**src/rtl/wallace_mult4.sv**
```systemverilog
// wallace_mult4 -- registered unsigned 4x4 multiplier.
//
// The 16 partial products are reduced by a two-layer Wallace tree built from
// explicit half/full adder cells. A ripple carry-propagate adder then merges
// the two remaining rows, and the 8-bit result is registered.
//
// Ports:
//   clk    in   1  system clock, rising edge
//   rst_n  in   1  asynchronous active-low reset (clears prod)
//   A      in   4  unsigned multiplicand
//   B      in   4  unsigned multiplier
//   prod   out  8  registered product A*B, one cycle after the operands

// Half adder cell: s_o = a_i ^ b_i, co_o = a_i & b_i.
module wallace_mult4_ha (
    input  logic a_i,
    input  logic b_i,
    output logic s_o,
    output logic co_o
);
    assign s_o  = a_i ^ b_i;
    assign co_o = a_i & b_i;
endmodule

// Full adder cell: {co_o, s_o} = a_i + b_i + ci_i.
module wallace_mult4_fa (
    input  logic a_i,
    input  logic b_i,
    input  logic ci_i,
    output logic s_o,
    output logic co_o
);
    assign s_o  = a_i ^ b_i ^ ci_i;
    assign co_o = (a_i & b_i) | (a_i & ci_i) | (b_i & ci_i);
endmodule

module wallace_mult4 (
    input  logic       clk,
    input  logic       rst_n,
    input  logic [3:0] A,
    input  logic [3:0] B,
    output logic [7:0] prod
);
    // pp[i][j] = A[j] & B[i], weight i+j.
    logic [3:0] pp [4];

    always_comb begin
        for (int unsigned i = 0; i < 4; i++) begin
            pp[i] = A & {4{B[i]}};
        end
    end

    // Column heights entering the tree (weights 0..6): 1 2 3 4 3 2 1.
    // Layer 1: one cell per column; pp[3][0] passes through column 3.
    logic s1_1, c1_1, s1_2, c1_2, s1_3, c1_3, s1_4, c1_4, s1_5, c1_5;

    wallace_mult4_ha u_ha1_1 (.a_i(pp[0][1]), .b_i(pp[1][0]),
                              .s_o(s1_1), .co_o(c1_1));
    wallace_mult4_fa u_fa1_2 (.a_i(pp[0][2]), .b_i(pp[1][1]), .ci_i(pp[2][0]),
                              .s_o(s1_2), .co_o(c1_2));
    wallace_mult4_fa u_fa1_3 (.a_i(pp[0][3]), .b_i(pp[1][2]), .ci_i(pp[2][1]),
                              .s_o(s1_3), .co_o(c1_3));
    wallace_mult4_fa u_fa1_4 (.a_i(pp[1][3]), .b_i(pp[2][2]), .ci_i(pp[3][1]),
                              .s_o(s1_4), .co_o(c1_4));
    wallace_mult4_ha u_ha1_5 (.a_i(pp[2][3]), .b_i(pp[3][2]),
                              .s_o(s1_5), .co_o(c1_5));

    // Heights after layer 1 (weights 0..6): 1 1 2 3 2 2 2.
    // Layer 2 reduces column 3 with a full adder. Pairs in columns 2, 4, 5
    // and 6 are also halved, otherwise the incoming carries would push those
    // columns back above two bits.
    logic s2_2, c2_2, s2_3, c2_3, s2_4, c2_4, s2_5, c2_5, s2_6, c2_6;

    wallace_mult4_ha u_ha2_2 (.a_i(s1_2), .b_i(c1_1),
                              .s_o(s2_2), .co_o(c2_2));
    wallace_mult4_fa u_fa2_3 (.a_i(s1_3), .b_i(pp[3][0]), .ci_i(c1_2),
                              .s_o(s2_3), .co_o(c2_3));
    wallace_mult4_ha u_ha2_4 (.a_i(s1_4), .b_i(c1_3),
                              .s_o(s2_4), .co_o(c2_4));
    wallace_mult4_ha u_ha2_5 (.a_i(s1_5), .b_i(c1_4),
                              .s_o(s2_5), .co_o(c2_5));
    wallace_mult4_ha u_ha2_6 (.a_i(pp[3][3]), .b_i(c1_5),
                              .s_o(s2_6), .co_o(c2_6));

    // Two rows remain.
    logic [7:0] row0, row1;
    assign row0 = {c2_6, s2_6, s2_5, s2_4, s2_3, s2_2, s1_1, pp[0][0]};
    assign row1 = {1'b0, c2_5, c2_4, c2_3, c2_2, 3'b000};

    // Ripple carry-propagate adder. Bit 7 keeps only its sum: the carry out
    // of bit 7 is always zero because the product is at most 225.
    logic [7:0] carry;
    logic [7:0] sum;

    assign carry[0] = 1'b0;

    for (genvar k = 0; k < 7; k++) begin : g_cpa
        wallace_mult4_fa u_fa (.a_i(row0[k]), .b_i(row1[k]), .ci_i(carry[k]),
                               .s_o(sum[k]), .co_o(carry[k+1]));
    end

    assign sum[7] = row0[7] ^ row1[7] ^ carry[7];

    logic [7:0] prod_d, prod_q;

    assign prod_d = sum;

    always_ff @(posedge clk or negedge rst_n) begin
        if (!rst_n) begin
            prod_q <= '0;
        end else begin
            prod_q <= prod_d;
        end
    end

    assign prod = prod_q;

endmodule

```
**config.mk**
```make
export PLATFORM = sky130hd
export DESIGN_NAME = wallace_mult4
export DESIGN_NICKNAME = d
export VERILOG_FILES = /design/src/rtl/wallace_mult4.sv
export SDC_FILE = /design/constraint.sdc
export NUM_CORES = 1
export LEC_CHECK = 0
export BUFFER_PORTS_ARGS = -buffer_cell sky130_fd_sc_hd__buf_2
export CAP_MARGIN = 20
export CORE_UTILIZATION = 40
export DETAILED_ROUTE_END_ITERATION = 12
export GPL_TIMING_DRIVEN = 0
export PLACE_DENSITY_LB_ADDON = 0.12
export SETUP_SLACK_MARGIN = 0.1
export SLEW_MARGIN = 30
export SYNTH_ARGS = -nofsm -noshare
export SYNTH_HDL_FRONTEND = slang
export SYNTH_HIERARCHICAL = 1
export SYNTH_SLANG_ARGS = --single-unit
```
**constraint.sdc**
```tcl
create_clock -name clk -period 0.95 [get_ports clk]
set_input_delay 0.095 -clock clk [delete_from_list [all_inputs] [get_ports clk]]
set_output_delay 0.095 -clock clk [all_outputs]
set_load 0.01 [all_outputs]
```
# Word level (Yosys, flattened, before mapping)
# Index checks and enable logic that the tools add are counted.
# totals
latch_bits,0
out_inout_bits,8
word_cells,69
ram_bits,0
inputBits,10
regBits,8
memories,0
mem_bits_ro,0
# op_classes
n_bitwise,68
n_eq_ne,0
n_mul,0
n_div,0
shifts,0
n_reduce_logical,0
order_cmp,0
addsub,0
mux,0
# op_table
cell,n
$and A1 B1 Y1,28
$xor A1 B1 Y1,22
$and A4 B4 Y4,4
$or A1 B1 Y1,14

# Longest topological paths before layout
# Gate-level depths: netlist (run 1).
# depth
ltp_word,17
ltp_mapped,9
ltp_nobuf,9

# Modules after synthesis
# Netlist (run 1), hierarchy kept.
# by_module_without_submodules
module,instances,cells_each,seq_area_each_um2,area_per_inst_um2
wallace_mult4,1,26,200.2,312.8
wallace_mult4_fa,11,1,0.0,20.0
wallace_mult4_ha,6,1,0.0,12.5

# Worst setup path after synthesis (run 1)
# No wires, ideal clock.
# synth_timing
path_kind,in2reg
from,input A[3]
to,register prod_q[7] (netlist: prod[7])
cell_stages,8
slack_ns,-2.164
t_arrival_ns,2.992
path_buffers,0
required_time_ns,0.828
setup_ns,0.122
cell_sequence,and2_1 > fa_1 > fa_1 > fa_1 > fa_1 > fa_1 > fa_1 > xor2_1
# synth_between
elab_chain_cells,16
word_cells_on_any_way,47
classes_between,47 x bitwise
# synth_rtl
item,line_no,text
start: declaration,40,"input logic [3:0] A,"
$and A4 B4 Y4 *,49,pp[i] = A & {4{B[i]}};
$xor A1 B1 Y1 * (2 in series),33,assign s_o = a_i ^ b_i ^ ci_i;
named net s1_3,55,"logic s1_1, c1_1, s1_2, c1_2, s1_3, c1_3, s1_4, c1_4, s1_5, c1_5;"
$xor A1 B1 Y1 * (2 in series),33,
named net s2_3,72,"logic s2_2, c2_2, s2_3, c2_3, s2_4, c2_4, s2_5, c2_5, s2_6, c2_6;"
$and A1 B1 Y1 *,34,assign co_o = (a_i & b_i) | (a_i & ci_i) | (b_i & ci_i);
named net carry[4],92,logic [7:0] carry;
$and A1 B1 Y1,34,
(+2 left out),--,
named net carry[5],92,
(+2 left out),--,
$or A1 B1 Y1 *,34,
named net carry[6],92,
$and A1 B1 Y1,34,
$or A1 B1 Y1,34,
$or A1 B1 Y1 *,34,
named net carry[7],92,
$xor A1 B1 Y1 *,102,assign sum[7] = row0[7] ^ row1[7] ^ carry[7];
named net prod_d[7],104,"logic [7:0] prod_d, prod_q;"
end signal: assignment,112,prod_q <= prod_d;
end: declaration,104,
# The timed path passes the listed nets; every way through them passes the cells marked *.

==> results of run 1 <==
==> report_power, final <==
part	total (mW)	leakage (nW)	switching (mW)	internal, mW
combinational	0.531	0.318	0.225	0.306
clock	0.246	0.0138	0.102	0.144
sequential	0.482	0.0964	0.0372	0.445
==> worst paths after layout <==
kind | endpoint | slack, ns | cells past startpoint
max in group asynchronous | prod[4]$_DFF_PN0_ | 0.57 | 2
min in group clk | prod[0]$_DFF_PN0_ | 0.33 | 3
max | prod[7]$_DFF_PN0_ | -1.78 | 9
min | prod[3]$_DFF_PN0_ | 0.23 | 2
==> critical path: cells and delay by family <==
| family | cells | cell delay, ns |
|---|---|---|
| fa+ha+maj | 6 | 2.38 |
| xor+xnor | 1 | 0.16 |
| buf+inv | 1 | 0.09 |
| simple gates | 1 | 0.15 |
==> cells in the mapped netlist <==
| cell | count | area, um^2 |
|---|---|---|
| fa_1 | 11 | 220 |
| xor2_1 | 1 | 8.76 |
| dfrtp_1 | 8 | 200 |
| ha_1 | 6 | 75.1 |
| and2_1 | 16 | 100 |
| conb_1 | 1 | 3.75 |
==> stage by stage <==
step                cells  hold WS [ns]
floorplan              46        -0.201
global placement       78       -0.0658
detailed placement     78       -0.0597
CTS                    83         0.197
global route           84         0.260
finish                 84         0.226
==> logic make-up after synthesis <==
family,Yosys count
AND/OR/NAND/NOR,16
XOR/XNOR,1
other,1
flip-flops,8
adder cells (fa/ha/maj),17
==> layout make-up <==
| class | count | area (um^2) |
|---|---|---|
| well taps | 15 | 18.8 |
| multi-input cells | 38 | 454 |
| flip-flops and latches | 8 | 200 |
| fillers | 103 | 493 |
| clock buffers | 3 | 22.5 |
| repair buffers | 20 | 161 |
==> metal layers <==
layer  part of all wire (%)  up-vias
met5                      0        -
li1                       -      183
met3                    6.3        3
met1                     41      180
met4                    2.7        0
met2                     50       21
==> what timing repair did <==
| item | in CTS | in global routing |
|---|---|---|
| endpoints found under the setup margin | 7 | 16 |
| hold buffers | 1 | 0 |
| pin swaps | 1 | 2 |
| gates cloned | 0 | 0 |
| gates resized for setup | 6 | 6 |
| hold endpoints to repair | 8 | 0 |
| buffers inserted | 1 | 1 |
==> run metrics, run 1 <==
status complete, but fails checks; failing checks negative setup slack; vias in the first global route 427; total power 1.26 mW; Util after Layout 63.5%; most used routing layer met2; Cell Chain, Critical Path buf_8 > and2_4 > fa_1 > fa_1 > fa_2 > fa_2 > fa_2 > fa_2 > xor2_1; diode count 0; critical path endpoint category register; CP Launch Type input pin; Core ar. 1350 um^2; crit share post-route 288%; routability cong. 0.645; layout cells sized above 1 46.4%; leakage power 0.428 nW; met1 Use GR 18.2%; Initial Util 45.0%; Final WS setup -1.78 ns; slowest stage delay, CP 0.55 ns; Synth Area in Adders 48.6%; CTS Buf Count 3; max FFs per register 8; grt total ovfl 0; worst setup path startpoint A[3]; Max Freq 366 MHz; Clock transition at path regs 0.05 ns; # IOs 18; mux cell area share after synthesis 0%; pwr dens 1470 nW/um^2; routed wire length per instance 10.7 um; Slew Limit Fails 0; port bufs 17; endpoints failing hold 0; gr usage total 16.0%; Seq/Total Area, Yosys 32.9%; synthesized area per cell 14.1 um^2; Vias per Instance 4.61; CP Data Arrival Time 2.87 ns; most frequent cells in the layout 12 x and2_1, 10 x buf_2, 8 x dfrtp_1; # nets final 98; commonest non-fill, non-tap cell in the layout and2_1; residual DRC count 0; XOR/XNOR Fraction of Synth Area 1.44%; die area 1680 um^2; VDD IR max 0.000545 V; crit-path most repeated cell fa_2; grt met2 use 27.0%; Final min period 2.73 ns; Synth warnings 6; compound-cell area share of the yosys netlist 0%; Synth-to-Final Area Change 40.9%; setup TNS -7.27 ns; Syn Inst Count 43; largest family of logic cells by synthesized area adder cells; crit path kind in -> reg; DRT Wirelength 900 um; pre-CTS WS -2.07 ns; critical path required time 1.09 ns; Synth cell types 6; initial drt markers 1; Die Ht 41.0 um; Post-DP Area 741 um^2; Max-cap violations 0; first-pass GRT wire length 1680 um; H-tree levels 1; unrepaired setup endpoints after global routing yes; CTS sink count 8; number of synthesized register bits 8; Die Wd 41.0 um; vias 387; largest net degree at the start of global routing 9; DR pass1 iterations 3; Max FO, Critical Path 3; CTS tree yes; CP max stage cell fa_1; DP HPWL 693 um; simple-gate share of the synthesized area 16.5%; fin area 857 um^2; HP Class in -> async; Bufs on Longest Clock Path 2; final setup violation count 7; Post-Syn Area 608 um^2; initial antenna violation count 0; Core Rows 13; CTS Root Buffer Type clkbuf_4; Routed Antenna Nets 0; met3 usage 1.63%
Power figures use the tool's default switching activity.
==> inputs of run 2 (changes only) <==
--- a/config.mk
+++ b/config.mk
@@ -11,7 +11,8 @@
 export DETAILED_ROUTE_END_ITERATION = 12
 export GPL_TIMING_DRIVEN = 0
 export PLACE_DENSITY_LB_ADDON = 0.12
-export SETUP_SLACK_MARGIN = 0.1
+export RECOVER_POWER = 25
+export SETUP_SLACK_MARGIN = 0.2
 export SLEW_MARGIN = 30
 export SYNTH_ARGS = -nofsm -noshare
 export SYNTH_HDL_FRONTEND = slang
==> run 2 against run 1 <==
Compared with the run above: non-clock buffer count is the same; hold slack gained 0.055 ns; sequential power barely moved; clock power is essentially flat; critical path type unchanged; the flow still finishes with violations (negative setup slack); fmax hardly changed; utilization grew 0.093 points.
==> run metrics, run 2 (synthesis results as in run 1) <==
DR pass1 iterations 1 (-2); Routed Antenna Nets 0 (unchanged); Synth-to-Final Area Change 41.2%; endpoints failing hold 0 (unchanged); leakage power 0.427 nW (-0.20%); critical path endpoint category register; CP Launch Type input pin; gr usage total 15.3% (-0.65 points); Core ar. 1350 um^2 (unchanged); first-pass GRT wire length 1610 um (-4.1%); routed wire length per instance 10.3 um (-4.1%); most frequent cells in the layout 11 x and2_1, 9 x buf_2, 8 x dfrtp_1; Final min period 2.73 ns (-0.00199 ns); largest net degree at the start of global routing 9 (unchanged); commonest non-fill, non-tap cell in the layout and2_1; Vias per Instance 4.57 (-0.78%); Max Freq 366 MHz (about the same); Max-cap violations 0 (unchanged); die area 1680 um^2 (unchanged); Max FO, Critical Path 3 (unchanged); vias in the first global route 410 (-4.0%); area of the multi-input gates 457 um^2 (+0.55%); residual DRC count 0 (unchanged); failing checks negative setup slack; initial antenna violation count 0 (unchanged); # IOs 18 (unchanged); Core Rows 13 (unchanged); port bufs 17 (unchanged); H-tree levels 1 (unchanged); DRT Wirelength 863 um (-4.1%); Initial Util 45.0% (unchanged); storage element area 200 um^2 (unchanged); unrepaired setup endpoints after global routing yes; CTS sink count 8 (unchanged); routability cong. 0.643 (-0.22%); CTS Root Buffer Type clkbuf_4; CP Data Arrival Time 2.86 ns (about the same); Slew Limit Fails 0 (unchanged); grt total ovfl 0 (unchanged); crit path kind in -> reg; Final WS setup -1.78 ns (+0.00199 ns); fill count 104 (+0.97%); pwr dens 1460 nW/um^2 (-0.51%); Clock transition at path regs 0.05 ns (about the same); HP Class in -> async; diode count 0 (unchanged); status complete, but fails checks; final setup violation count 7 (unchanged); vias 384 (-0.78%); setup TNS -7.26 ns (+0.00490 ns); initial drt markers 0 (-1); Bufs on Longest Clock Path 2 (unchanged); VDD IR max 0.000557 V (+2.3%); Die Ht 41.0 um (unchanged); max FFs per register 8 (unchanged); Die Wd 41.0 um (unchanged); layout cells sized above 1 46.4% (unchanged); crit share post-route 287% (about the same); Util after Layout 63.6% (+0.093 points); CTS Buf Count 3 (unchanged); critical path required time 1.08 ns (about the same); CTS tree yes; # nets final 98 (unchanged); total power 1.25 mW (-0.36%)
## run 2: report_power, final
group | internal, mW | switching (mW)
combinational | 0.306 | 0.224
sequential | 0.445 | 0.0366
clock | 0.143 | 0.0996
total | 0.894 | 0.360
## run 2: per-layer routing
layer | vias to the layer above | GRT usage (%) | share of wire (%)
met5 | - | 0 | 0
met4 | 0 | 12.5 | 1.9
met3 | 2 | 1.63 | 4.9
met2 | 20 | 25.0 | 49
met1 | 177 | 18.0 | 44
li1 | 185 | - | -
## run 2: worst max-delay path, stage by stage
cell,delay (ns)
buf_8,0.10
and2_4,0.15
fa_1,0.55
fa_1,0.43
fa_2,0.35
fa_2,0.34
fa_2,0.35
fa_2,0.34
xor2_1,0.16
## run 2: final timing paths
check                      startpoint  slack, ns                 to  cells past startpoint
min in group clk                 A[0]       0.28  prod[0]$_DFF_PN0_                      3
min                             rst_n       0.28  prod[3]$_DFF_PN0_                      2
max                              A[3]      -1.78  prod[7]$_DFF_PN0_                      9
max in group asynchronous       rst_n       0.40  prod[6]$_DFF_PN0_                      2
## run 2: through the flow
| stage | hold slack [ns] | instances | area, um^2 | setup slack (ns) |
|---|---|---|---|---|
| final | 0.281 | 84 | 858 | -1.78 |
| after global routing | 0.288 | 84 | 858 | -1.86 |
| after CTS | 0.201 | 83 | 820 | -1.77 |
| after detailed placement | -0.0619 | 78 | 743 | -2.07 |
| after global placement | -0.0658 | 78 | 743 | -2.06 |
| after floorplan | -0.201 | 46 | 639 | -2.24 |
## run 2: final cells by class
class                           instances  share of cell area, %
Timing Repair Buffer                   20                   18.7
Multi-Input combinational cell         38                   53.2
Clock buffer                            3                   2.62
Tap cell                               15                   2.19
Sequential cell                         8                   23.3
## run 2: repair_timing
action	4_1_cts	5_1_grt
cloned	0	0
endpoints found under the setup margin	15	16
buffers inserted	1	1
hold endpoints to repair	8	0
resized for setup	6	6
pin swaps	3	2
hold buffers	1	0
==> inputs of run 3 (changes only) <==
--- a/config.mk
+++ b/config.mk
@@ -13,6 +13,7 @@
 export PLACE_DENSITY_LB_ADDON = 0.12
 export RECOVER_POWER = 25
 export SETUP_SLACK_MARGIN = 0.2
+export SKIP_LAST_GASP = 1
 export SLEW_MARGIN = 30
 export SYNTH_ARGS = -nofsm -noshare
 export SYNTH_HDL_FRONTEND = slang
==> run 3 against run 2 <==
Compared with the run above: the run still ends with negative setup slack left; global-route usage grew 0.23 points; clock power is essentially flat; hold slack is essentially flat; cell area is the same; sequential share of layout area is the same; cell count is the same; critical path type unchanged; via count is the same.
==> run metrics, run 3 (synthesis results as in run 1) <==
status complete, but fails checks; failing checks negative setup slack; commonest non-fill, non-tap cell in the layout and2_1; leakage power 0.427 nW (about the same); endpoints failing hold 0 (unchanged); vias in the first global route 416 (+1.5%); routed wire length per instance 10.3 um (-0.12%); fill count 104 (unchanged); first-pass GRT wire length 1640 um (+1.7%); total power 1.25 mW (about the same); H-tree levels 1 (unchanged); CP Launch Type input pin; crit path kind in -> reg; crit-path most repeated cell fa_2; Synth-to-Final Area Change 41.2% (unchanged); largest net degree at the start of global routing 9 (unchanged); Max Freq 366 MHz (unchanged); dpl cells 78 (unchanged); HP Class in -> async; initial antenna violation count 0 (unchanged); DRT Wirelength 862 um (-0.12%); Cell Chain, Critical Path buf_8 > and2_4 > fa_1 > fa_1 > fa_2 > fa_2 > fa_2 > fa_2 > xor2_1; pwr dens 1460 nW/um^2 (about the same); most frequent cells in the layout 11 x and2_1, 9 x buf_2, 8 x dfrtp_1; CP Data Arrival Time 2.86 ns (about the same); Max-cap violations 0 (unchanged); slowest stage delay, CP 0.55 ns (about the same); grt total ovfl 0 (unchanged); area of the multi-input gates 457 um^2 (unchanged); storage element area 200 um^2 (unchanged); CTS sink count 8 (unchanged); max FFs per register 8 (unchanged); Die Wd 41.0 um (unchanged); CTS tree yes; initial drt markers 0 (unchanged); Die Ht 41.0 um (unchanged); Clock transition at path regs 0.05 ns (about the same); CP max stage cell fa_1; Final min period 2.73 ns (unchanged); vias 384 (unchanged); DR pass1 iterations 1 (unchanged); crit share post-route 287% (unchanged); critical path endpoint category register; Util after Layout 63.6% (unchanged); critical path required time 1.08 ns (about the same); Non-Filler Instances 84 (unchanged); Initial Util 45.0% (unchanged); CTS Buf Count 3 (unchanged); Worst Hold Margin 0.281 ns (+0.000471 ns); Core Rows 13 (unchanged); # IOs 18 (unchanged); setup TNS -7.26 ns (unchanged); unrepaired setup endpoints after global routing yes; diode count 0 (unchanged); layout cells sized above 1 46.4% (unchanged); Post-DP Area 743 um^2 (unchanged); residual DRC count 0 (unchanged); routability cong. 0.643 (unchanged); Max FO, Critical Path 3 (unchanged); final setup violation count 7 (unchanged); gr usage total 15.6% (+0.23 points); Routed Antenna Nets 0 (unchanged); Slew Limit Fails 0 (unchanged); Bufs on Longest Clock Path 2 (unchanged); # nets final 98 (unchanged); worst setup path startpoint A[3]; die area 1680 um^2 (unchanged); VDD IR max 0.000557 V (about the same); Core ar. 1350 um^2 (unchanged); CTS Root Buffer Type clkbuf_4; Vias per Instance 4.57 (unchanged); pre-CTS WS -2.07 ns (unchanged); Final WS setup -1.78 ns (unchanged); port bufs 17 (unchanged); fin area 858 um^2 (unchanged)
==> run 3: cell counts in the layout (fill, tap and decap cells not counted) <==
No cell type changed its count.
==> run 3: critical path: cells and delay by family <==
family                   cells  cell delay, ns
XOR/XNOR                     1            0.16
adder cells (fa/ha/maj)      6            2.36
buffers and inverters        1            0.10
AND/OR/NAND/NOR              1            0.15
==> run 3: worst max path at each step <==
stage / to / slack, ns
after CTS: prod[7]$_DFF_PN0_ / -1.77
final: prod[7]$_DFF_PN0_ / -1.78
after global placement: prod[7]$_DFF_PN0_ / -2.06
after global routing: prod[7]$_DFF_PN0_ / -1.86
after detailed placement: prod[7]$_DFF_PN0_ / -2.07
after floorplan: prod[7]$_DFF_PN0_ / -2.24
==> run 3: per-layer routing <==
metal | track usage, % | part of all wire [%] | up-vias
met5 | 0 | 0 | -
met4 | 12.5 | 1.9 | 0
met3 | 1.63 | 4.9 | 2
met2 | 25.0 | 49 | 20
met1 | 18.7 | 44 | 177
li1 | - | - | 185
==> run 3: power breakdown <==
group / switching [mW] / total [mW] / leakage, nW / internal [mW]
logic: 0.224 / 0.530 / 0.317 / 0.306
registers: 0.0366 / 0.481 / 0.0964 / 0.445
clock network: 0.0996 / 0.243 / 0.0138 / 0.143
total: 0.360 / 1.25 / 0.427 / 0.894
==> run 3: what timing repair did <==
item,in CTS,in global routing
setup endpoints to repair,15,16
setup buffers,1,1
endpoints found under the hold margin,8,0
gates resized for setup,6,6
hold buffers,1,0
pin swaps,1,3
==> run 3: area by class of cell <==
cell class              instances  area share [%]
repair buffers                 20            18.7
flip-flops and latches          8            23.3
well taps                      15            2.19
multi-input cells              38            53.2
clock buffers                   3            2.62
